## src/rtl/serial_to_array_packer.sv

```systemverilog
// Serial-to-parallel packer: gathers M serial bits into a word and presents it both as a
// packed vector and as an unpacked array, with an assembler stage backed by an output register.
module serial_to_array_packer #(
    parameter int unsigned M         = 2,
    parameter bit          MSB_FIRST = 1'b0
) (
    input  logic                     clock,
    input  logic                     rstn,
    input  logic                     din,
    input  logic                     din_valid,
    output logic                     din_ready,
    input  logic                     flush,
    output logic [M-1:0]             word_packed,
    output logic                     word_unpacked [0:M-1],
    output logic                     word_valid,
    input  logic                     word_ready,
    output logic [$clog2(M+1)-1:0]   bit_count
);

    localparam int unsigned CW = $clog2(M + 1);

    localparam logic [0:0] ST_FILL = 1'b0;
    localparam logic [0:0] ST_FULL = 1'b1;

    localparam logic [CW-1:0] FULL_COUNT = CW'(M);
    localparam logic [CW-1:0] LAST_COUNT = CW'(M - 1);

    logic [0:0]    state_q, state_d;
    logic [M-1:0]  asm_q, asm_d;
    logic [CW-1:0] count_q, count_d;
    logic [M-1:0]  word_q, word_d;
    logic          valid_q, valid_d;

    logic [M-1:0]  asm_with_bit;
    int unsigned   bit_index;
    logic          out_free;

    // Past-the-end index while FULL simply matches no position.
    assign bit_index = MSB_FIRST ? (M - 1 - 32'(count_q)) : 32'(count_q);

    always_comb begin
        asm_with_bit = asm_q;
        for (int unsigned i = 0; i < M; i++) begin
            if (i == bit_index) begin
                asm_with_bit[i] = din;
            end
        end
    end

    assign out_free = !valid_q || word_ready;

    always_comb begin
        state_d = state_q;
        asm_d   = asm_q;
        count_d = count_q;
        word_d  = word_q;
        valid_d = valid_q && !word_ready;

        if (flush) begin
            // Discards partial or waiting word only; the output register is untouched.
            asm_d   = '0;
            count_d = '0;
            state_d = ST_FILL;
        end else if (state_q == ST_FULL) begin
            if (out_free) begin
                word_d  = asm_q;
                valid_d = 1'b1;
                asm_d   = '0;
                count_d = '0;
                state_d = ST_FILL;
            end
        end else if (din_valid) begin
            if (count_q == LAST_COUNT) begin
                if (out_free) begin
                    word_d  = asm_with_bit;
                    valid_d = 1'b1;
                    asm_d   = '0;
                    count_d = '0;
                end else begin
                    asm_d   = asm_with_bit;
                    count_d = FULL_COUNT;
                    state_d = ST_FULL;
                end
            end else begin
                asm_d   = asm_with_bit;
                count_d = count_q + CW'(1);
            end
        end
    end

    always_ff @(posedge clock or negedge rstn) begin
        if (!rstn) begin
            state_q <= ST_FILL;
            asm_q   <= '0;
            count_q <= '0;
            word_q  <= '0;
            valid_q <= 1'b0;
        end else begin
            state_q <= state_d;
            asm_q   <= asm_d;
            count_q <= count_d;
            word_q  <= word_d;
            valid_q <= valid_d;
        end
    end

    assign din_ready   = (state_q == ST_FILL);
    assign word_packed = word_q;
    assign word_valid  = valid_q;
    assign bit_count   = count_q;

    always_comb begin
        for (int unsigned i = 0; i < M; i++) begin
            word_unpacked[i] = word_q[i];
        end
    end

endmodule

```

## config.mk

```make
export PLATFORM = sky130hd
export DESIGN_NAME = serial_to_array_packer
export DESIGN_NICKNAME = d
export VERILOG_FILES = /design/src/rtl/serial_to_array_packer.sv
export SDC_FILE = /design/constraint.sdc
export NUM_CORES = 1
export LEC_CHECK = 0
export BUFFER_PORTS_ARGS = -buffer_cell sky130_fd_sc_hd__buf_2
export CORE_AREA = 8 8 45 47
export DETAILED_ROUTE_END_ITERATION = 10
export DIE_AREA = 0 0 53 55
export SKIP_CTS_REPAIR_TIMING = 1
export SLEW_MARGIN = 20
export SYNTH_ARGS = -nofsm -noshare
export SYNTH_HDL_FRONTEND = slang
export SYNTH_SLANG_ARGS = --single-unit
```

## constraint.sdc

```tcl
create_clock -name clock -period 1.6 [get_ports clock]
set_input_delay 0 -clock clock [delete_from_list [all_inputs] [get_ports clock]]
set_output_delay 0 -clock clock [all_outputs]
set_load 0.01 [all_outputs]
```

==> flow_summary_export.csv, run 1 <==
group,metric,value,unit
route,ant_nets,0,
clocking,ctsLongestPathBuffers,2,
setup_path,worstPathRequired,1.73,ns
timing,max_slew_margin,0.7694,
timing,tns,0,ns
place,portBuffers,13,
global_route,grt_util_all_layers,0.08031,
timing,fmax,679.2,MHz
global_route,grt_pass1_wl,1.725,mm
run,drv_cap,0,
pwr,ir_worst_vdd,0.4757,mV
setup_path,crit_fanout,9,
cells_and_area,layout-drive-gt1-share,0.2787,
timing,rsz0062_at_grt,"no",
timing,period_needed,1.472,ns
floorplan,die_h,55,µm
synth,syn_inst,46,
clocking,numCtsBuffers,3,
route,wl,998,µm
synth,yosys_warnings,0,
clocking,htree_levels,1,
clocking,path_clk_slew,0.05,ns
place,dpl.cell_count,72,
route,firstDrtPassIters,4,
floorplan,num_rows,14,
setup_path,endpoint_kind,"flip-flop",
min_path,hp-class,"input pin to flip-flop",
route,vias,374,
cells_and_area,syn_to_final_growth,22.31,%
synth,synth-seq-cells,8,
clocking,cts.sinks,8,
route,via_per_inst,4.857,
timing,finalSetupViolations,0,
global_route,grt_pass1_vias,404,
global_route,antenna_found_initial,0,
cells_and_area,final_cells,77,
route,wire_per_inst,12.96,µm
timing,max_slew.worst_pin.slew,0.3439,ns
setup_path,worstSetupPathType,"flip-flop to flip-flop",
global_route,grt_max_degree,10,
outcome,status,"complete, no violations",
timing,drv_slew,0,
pwr,p_leak,0.2968,nW
place,hpwl,822.7,µm
cells_and_area,fin_nets,69,
setup_path,arrival,1.60,ns
floorplan,die_area,2915,µm²
cells_and_area,antennaDiodeCount,0,
clocking,clock_latency,0.25,ns
synth,ys_seq_area_frac,0.4301,
synth,ys_types,24,
route,drtIter0Drc,7,
clocking,root_buffer,"clkbuf_4",
floorplan,io_pins,14,
floorplan,die_w,53,µm
timing,fin_worst_skew,0.0003207,ns
setup_path,worstSetupStartpointType,"flip-flop",
pwr,p_per_area,903.9,nW/µm²
route,drc,0,
timing,hold_ws,0.03689,ns
clocking,cts_tree,"yes",
synth,avgSynthCellArea,10.12,µm²
synth,synth.cell_area,465.4,µm²
floorplan,start_util,0.3363,
place,gp_congestion,0.7809,
timing,fin_crit_sh,0.9202,
global_route,globalRouteOverflowTotal,0,
timing,hold_viol,0,
floorplan,core,1384,µm²
synth,syn_nets,52,
Yosys cell counts:
| master | count | share of area |
|---|---|---|
| a211oi_1 | 2 | 0.032 |
| a21oi_1 | 1 | 0.011 |
| a221o_1 | 1 | 0.022 |
| a221oi_1 | 1 | 0.019 |
| and3_1 | 1 | 0.013 |
| and3b_1 | 1 | 0.019 |
| buf_2 | 1 | 0.011 |
| buf_4 | 2 | 0.032 |
| buf_6 | 1 | 0.024 |
| dfrtp_1 | 8 | 0.43 |
| inv_1 | 2 | 0.016 |
| mux2_1 | 4 | 0.097 |
| mux2i_1 | 1 | 0.022 |
| nand2_1 | 4 | 0.032 |
| nand2b_1 | 2 | 0.027 |
| nand3_1 | 1 | 0.011 |
| nor2_1 | 2 | 0.016 |
| nor2b_1 | 2 | 0.027 |
| nor3_1 | 1 | 0.011 |
| nor3b_1 | 3 | 0.048 |
| o211a_1 | 1 | 0.022 |
| o21ai_0 | 2 | 0.022 |
| o2bb2ai_1 | 1 | 0.019 |
| xor2_1 | 1 | 0.019 |
final timing paths:
path	from	to	slack (ns)	cells past startpoint
max	bit_count[0]	word_packed[1]	0.13	3
min	din	asm_q[1]	0.04	2
max reg2reg	bit_count[0]	word_packed[1]	0.13	3
min reg2reg	asm_q[0]	asm_q[0]	0.50	1
max in group asynchronous	rstn	bit_count[1]	1.31	2
min in group asynchronous	rstn	asm_q[0]	0.12	2
kinds of logic (layout without fill, tap and decap cells):
logic type / after synthesis / after routing / synth area share
simple gates: 17 / 17 / 0.2043
compound gates: 9 / 9 / 0.1452
flops: 8 / 8 / 0.4301
buf+inv: 6 / 21 / 0.08332
mux: 5 / 5 / 0.1183
xor+xnor: 1 / 1 / 0.01882
final cells by class:
type | instances | area (µm²)
Sequential cell | 8 | 200.2
Clock buffer | 3 | 22.52
Inverter | 2 | 7.507
Timing Repair Buffer | 16 | 92.59
Multi-Input combinational cell | 32 | 226.5
Tap cell | 16 | 20.02
Fill cell | 150 | 814.5
stage by stage:
| stage | area (µm²) | worst slack (ns) | utilization | power, mW |
|---|---|---|---|---|
| floorplan | 465.4 | 0.1527 | - | 0.3324 |
| global placement | 526.8 | 0.1370 | 0.3807 | 0.3641 |
| detailed placement | 526.8 | 0.1239 | 0.3807 | 0.3659 |
| CTS | 549.3 | 0.1135 | 0.3969 | 0.5229 |
| global route | 569.3 | 0.04772 | 0.4114 | 0.5457 |
| finish | 569.3 | 0.1277 | 0.4114 | 0.5146 |
report_power, final:
group,internal [mW],switching [mW],leakage (nW),total [mW]
registers,0.224,0.0176,0.108,0.242
clock network,0.0857,0.0665,0.0138,0.152
logic,0.0583,0.0626,0.175,0.121
total,0.368,0.147,0.297,0.515
layer usage:
metal  vias to the layer above  wire (µm)  global-route usage
met5                         -          0                   0
met4                         0         16             0.05172
met3                         2         50             0.02674
met2                        11        478              0.1211
met1                       165        453             0.09598
li1                        196          -                   -
state kept, by name, summed over array words and instances (netlist names):
signal       count
bit_count        2
state_q          1
word_valid       1
word_packed      2
asm_q            2
worst max-delay path: stages (launching register included):
cell and delay (ns):
dfrtp_1 0.47, nor3b_1 0.24, mux2_1 0.34, mux2_1 0.30
layout by cell type, fill, tap and decap left out:
| cell | synthesis | routed |
|---|---|---|
| nand3_1 | 1 | 1 |
| nor2_1 | 2 | 2 |
| mux2_1 | 4 | 4 |
| and3_1 | 1 | 1 |
| a21oi_1 | 1 | 1 |
| clkbuf_4 | 0 | 3 |
| o211a_1 | 1 | 1 |
| o2bb2ai_1 | 1 | 1 |
| a221oi_1 | 1 | 1 |
| nor2b_1 | 2 | 2 |
| buf_2 | 1 | 13 |
| buf_4 | 2 | 1 |
| and3b_1 | 1 | 1 |
| a221o_1 | 1 | 1 |
| o21ai_0 | 2 | 2 |
| nand2b_1 | 2 | 2 |
| xor2_1 | 1 | 1 |
| nor3b_1 | 3 | 3 |
| mux2i_1 | 1 | 1 |
| nor3_1 | 1 | 1 |
| nand2_1 | 4 | 4 |
| a211oi_1 | 2 | 2 |
| dfrtp_1 | 8 | 8 |
| dlygate4sd3_1 | 0 | 2 |
| inv_1 | 2 | 2 |
Note: power is estimated with default switching activity, not from simulation.
==> run 2, diff against run 1 <==
--- a/config.mk
+++ b/config.mk
@@ -5,6 +5,7 @@
 export SDC_FILE = /design/constraint.sdc
 export NUM_CORES = 1
 export LEC_CHECK = 0
+export ABC_AREA = 1
 export BUFFER_PORTS_ARGS = -buffer_cell sky130_fd_sc_hd__buf_2
 export CORE_AREA = 8 8 45 47
 export DETAILED_ROUTE_END_ITERATION = 10
==> flow_summary_export.csv, run 2 <==
group,metric,value,unit
setup_path,r2r_start,"state_q",
timing,fmax,851.5,MHz
clocking,numCtsBuffers,3,
setup_path,critPathLaunch,"state_q",
setup_path,max_stage_delay,0.46,ns
setup_path,regToRegEndpoint,"asm_q[1]",
timing,fin_crit_sh,0.7340,
floorplan,io_pins,14,
setup_path,crit_chain,"o21ai_0 -> nand3_1 -> nand2_1",
cells_and_area,layout_commonest_cell,"nand2_1",
global_route,grt_max_degree,9,
setup_path,arrival,1.37,ns
synth,synth_ff_type,"dfrtp_1",
cells_and_area,finalInstanceArea,566.8,µm²
global_route,antenna_found_initial,0,
floorplan,num_rows,14,
setup_path,worstSetupStartpointType,"flip-flop",
synth,syn_nets,73,
timing,finalSetupViolations,0,
route,firstDrtPassIters,4,
floorplan,die_w,53,µm
timing,max_slew_margin,0.6996,
global_route,globalRouteOverflowTotal,0,
place,hpwl,817.6,µm
floorplan,start_util,0.3354,
synth,synth_area_leaders,"dfrtp_1, nand2_1, inv_1",
setup_path,cp-endpoint,"asm_q[1]",
global_route,grt_util_all_layers,0.08452,
synth,synthAdderAreaFrac,0,
synth,synth_top_cell_by_area,"dfrtp_1",
synth,synth-seq-cells,8,
synth,synth_top_area_frac,0.4313,
route,drtIter0Drc,6,
timing,fin_worst_skew,0.002287,ns
setup_path,cp_slowest_cell,"dfrtp_1",
setup_path,cp.buffers_inverters,0,
global_route,met2_usage,0.1367,
setup_path,worstPathRequired,1.80,ns
global_route,grt.met1_usage,0.08308,
synth,synth.most_common_cell,"nand2_1",
timing,tns,0,ns
min_path,hp-class,"input pin to flip-flop",
cells_and_area,antennaDiodeCount,0,
global_route,grtUsageMet3,0.008021,
pwr,switchingPower,0.1631,mW
synth,syn_inst,67,
pwr,p_sw_frac,0.3112,
setup_path,worstSetupPathType,"flip-flop to flip-flop",
place,dpl_cell_area,534.3,µm²
global_route,gr-max-usage-layer,"met2",
route,wl,1.020,mm
pwr,power_frac_comb,0.236,
clocking,path_clk_slew,0.05,ns
pwr,p_per_area,924.6,nW/µm²
timing,hold_viol,0,
clocking,root_buffer,"clkbuf_4",
outcome,status,"complete, no violations",
clocking,clock_latency,0.26,ns
synth,synth.cell_area,464.2,µm²
global_route,grt_pass1_wl,1.731,mm
run,drv_cap,0,
clocking,cts.sinks,8,
route,ant_nets,0,
timing,max_slew.worst_pin.slew,0.4459,ns
timing,rsz0062_at_grt,"no",
setup_path,crit_family,"flip-flops",
synth,synth-compound-area-share,0.03774,
synth,synth.area.mux_share,0,
floorplan,die_h,55,µm
place,portBuffers,13,
pwr,ir_worst_vdd,0.3778,mV
synth,synth-simple-area-share,0.4097,
place,gp_congestion,0.7876,
clocking,htree_levels,1,
cells_and_area,fin_nets,90,
synth,avgSynthCellArea,6.928,µm²
synth,yosys_warnings,0,
timing,setup_slack,0.4257,ns
place,place_ws,0.4471,ns
synth,async_reset_ff_frac,1.000,
synth,synth-xor-area-share,0,
floorplan,core,1384,µm²
cells_and_area,final_cell_mix,"nand2_1, buf_2, inv_1",
pwr,seq_power_share,0.463,
timing,period_needed,1.174,ns
synth,synth_top_family_by_area,"simple AND/OR/NAND/NOR gates",
timing,drv_slew,0,
pwr,p_leak,0.3379,nW
clocking,cts_tree,"yes",
setup_path,rrSetupSlack,0.43,ns
synth,ys_types,13,
global_route,grt_pass1_vias,435,
setup_path,endpoint_kind,"flip-flop",
setup_path,ff2ff_path_depth,3,
pwr,p_total,0.5241,mW
pwr,p_int,0.3610,mW
pwr,clock_power_share,0.301,
cells_and_area,n_fill_cell,141,
route,vias,435,
cells_and_area,syn_to_final_growth,22.10,%
synth,synth_edf_count,0,
route,via_per_inst,4.439,
synth,ys_seq_area_frac,0.4313,
setup_path,cp.depth,3,
setup_path,crit_fanout,7,
cells_and_area,layout-drive-gt1-share,0.2561,
floorplan,die_area,2915,µm²
route,drc,0,
route,wire_per_inst,10.41,µm
synth,yosys-top-cells-count,"nand2_1, inv_1, dfrtp_1",
clocking,ctsLongestPathBuffers,2,
[run 2: cell types whose count changed after synthesis, sizes merged, moves of 2 or more]
| cell | change |
|---|---|
| nand2 | +23 |
| inv | +9 |
| nand3 | +7 |
| nor2 | +5 |
| mux2 | -4 |
| nor3b | -3 |
| a211oi | -2 |
| buf | -2 |
| nand2b | -2 |
| nor2b | -2 |
[run 2: final cells by class]
type / count / area [µm²] / area share
Inverter: 11 / 41.29 / 0.07285
Sequential cell: 8 / 200.2 / 0.3532
Multi-Input combinational cell: 46 / 207.7 / 0.3664
Timing Repair Buffer: 14 / 75.07 / 0.1325
Clock buffer: 3 / 22.52 / 0.03974
Tap cell: 16 / 20.02 / 0.03532
[run 2: per-layer routing]
metal  part of all wire  vias to the layer above  wire length [µm]
met4              0.055                        0                56
met5                  0                        -                 0
met3             0.0088                        5                 9
met1               0.45                      188               454
met2               0.49                        8               498
li1                   -                      234                 -
[run 2: power groups by stage]
stage	Combinational (mW)	Clock (mW)	Sequential, mW
global placement	0.125	0	0.245
global route	0.139	0.172	0.247
detailed placement	0.125	0	0.246
CTS	0.125	0.163	0.243
finish	0.124	0.158	0.243
floorplan	0.0797	0	0.253
[run 2: metrics by stage]
stage | util | instances | hold slack, ns
6_report | 0.4096 | 98 | 0.06387
5_1_grt | 0.4096 | 98 | 0.09418
4_1_cts | 0.4024 | 97 | -0.4235
3_5_place_dp | 0.3861 | 94 | -0.1433
3_3_place_gp | 0.3861 | 94 | -0.1424
2_1_floorplan | - | 67 | -0.2956
[run 2: cells by family after synthesis]
family                 after synthesis
DFF                                  8
and+or+nand+nor                     43
AOI/OAI and AO/OA                    3
buffers and inverters               13
[run 2: worst min path at each step]
stage               start            to  slack, ns  depth (start not counted)
CTS                  rstn  bit_count[0]      -0.42                          1
finish              flush  bit_count[0]       0.06                          4
global placement     rstn  bit_count[0]      -0.14                          1
floorplan            rstn      asm_q[0]      -0.30                          0
global route        flush  bit_count[0]       0.09                          4
detailed placement   rstn  bit_count[0]      -0.14                          1
[run 2: tightest hold or removal path: cells and delay by family]
family                 cells  cell delay [ns]
buffers and inverters      1             0.12
AND/OR/NAND/NOR            3             0.16
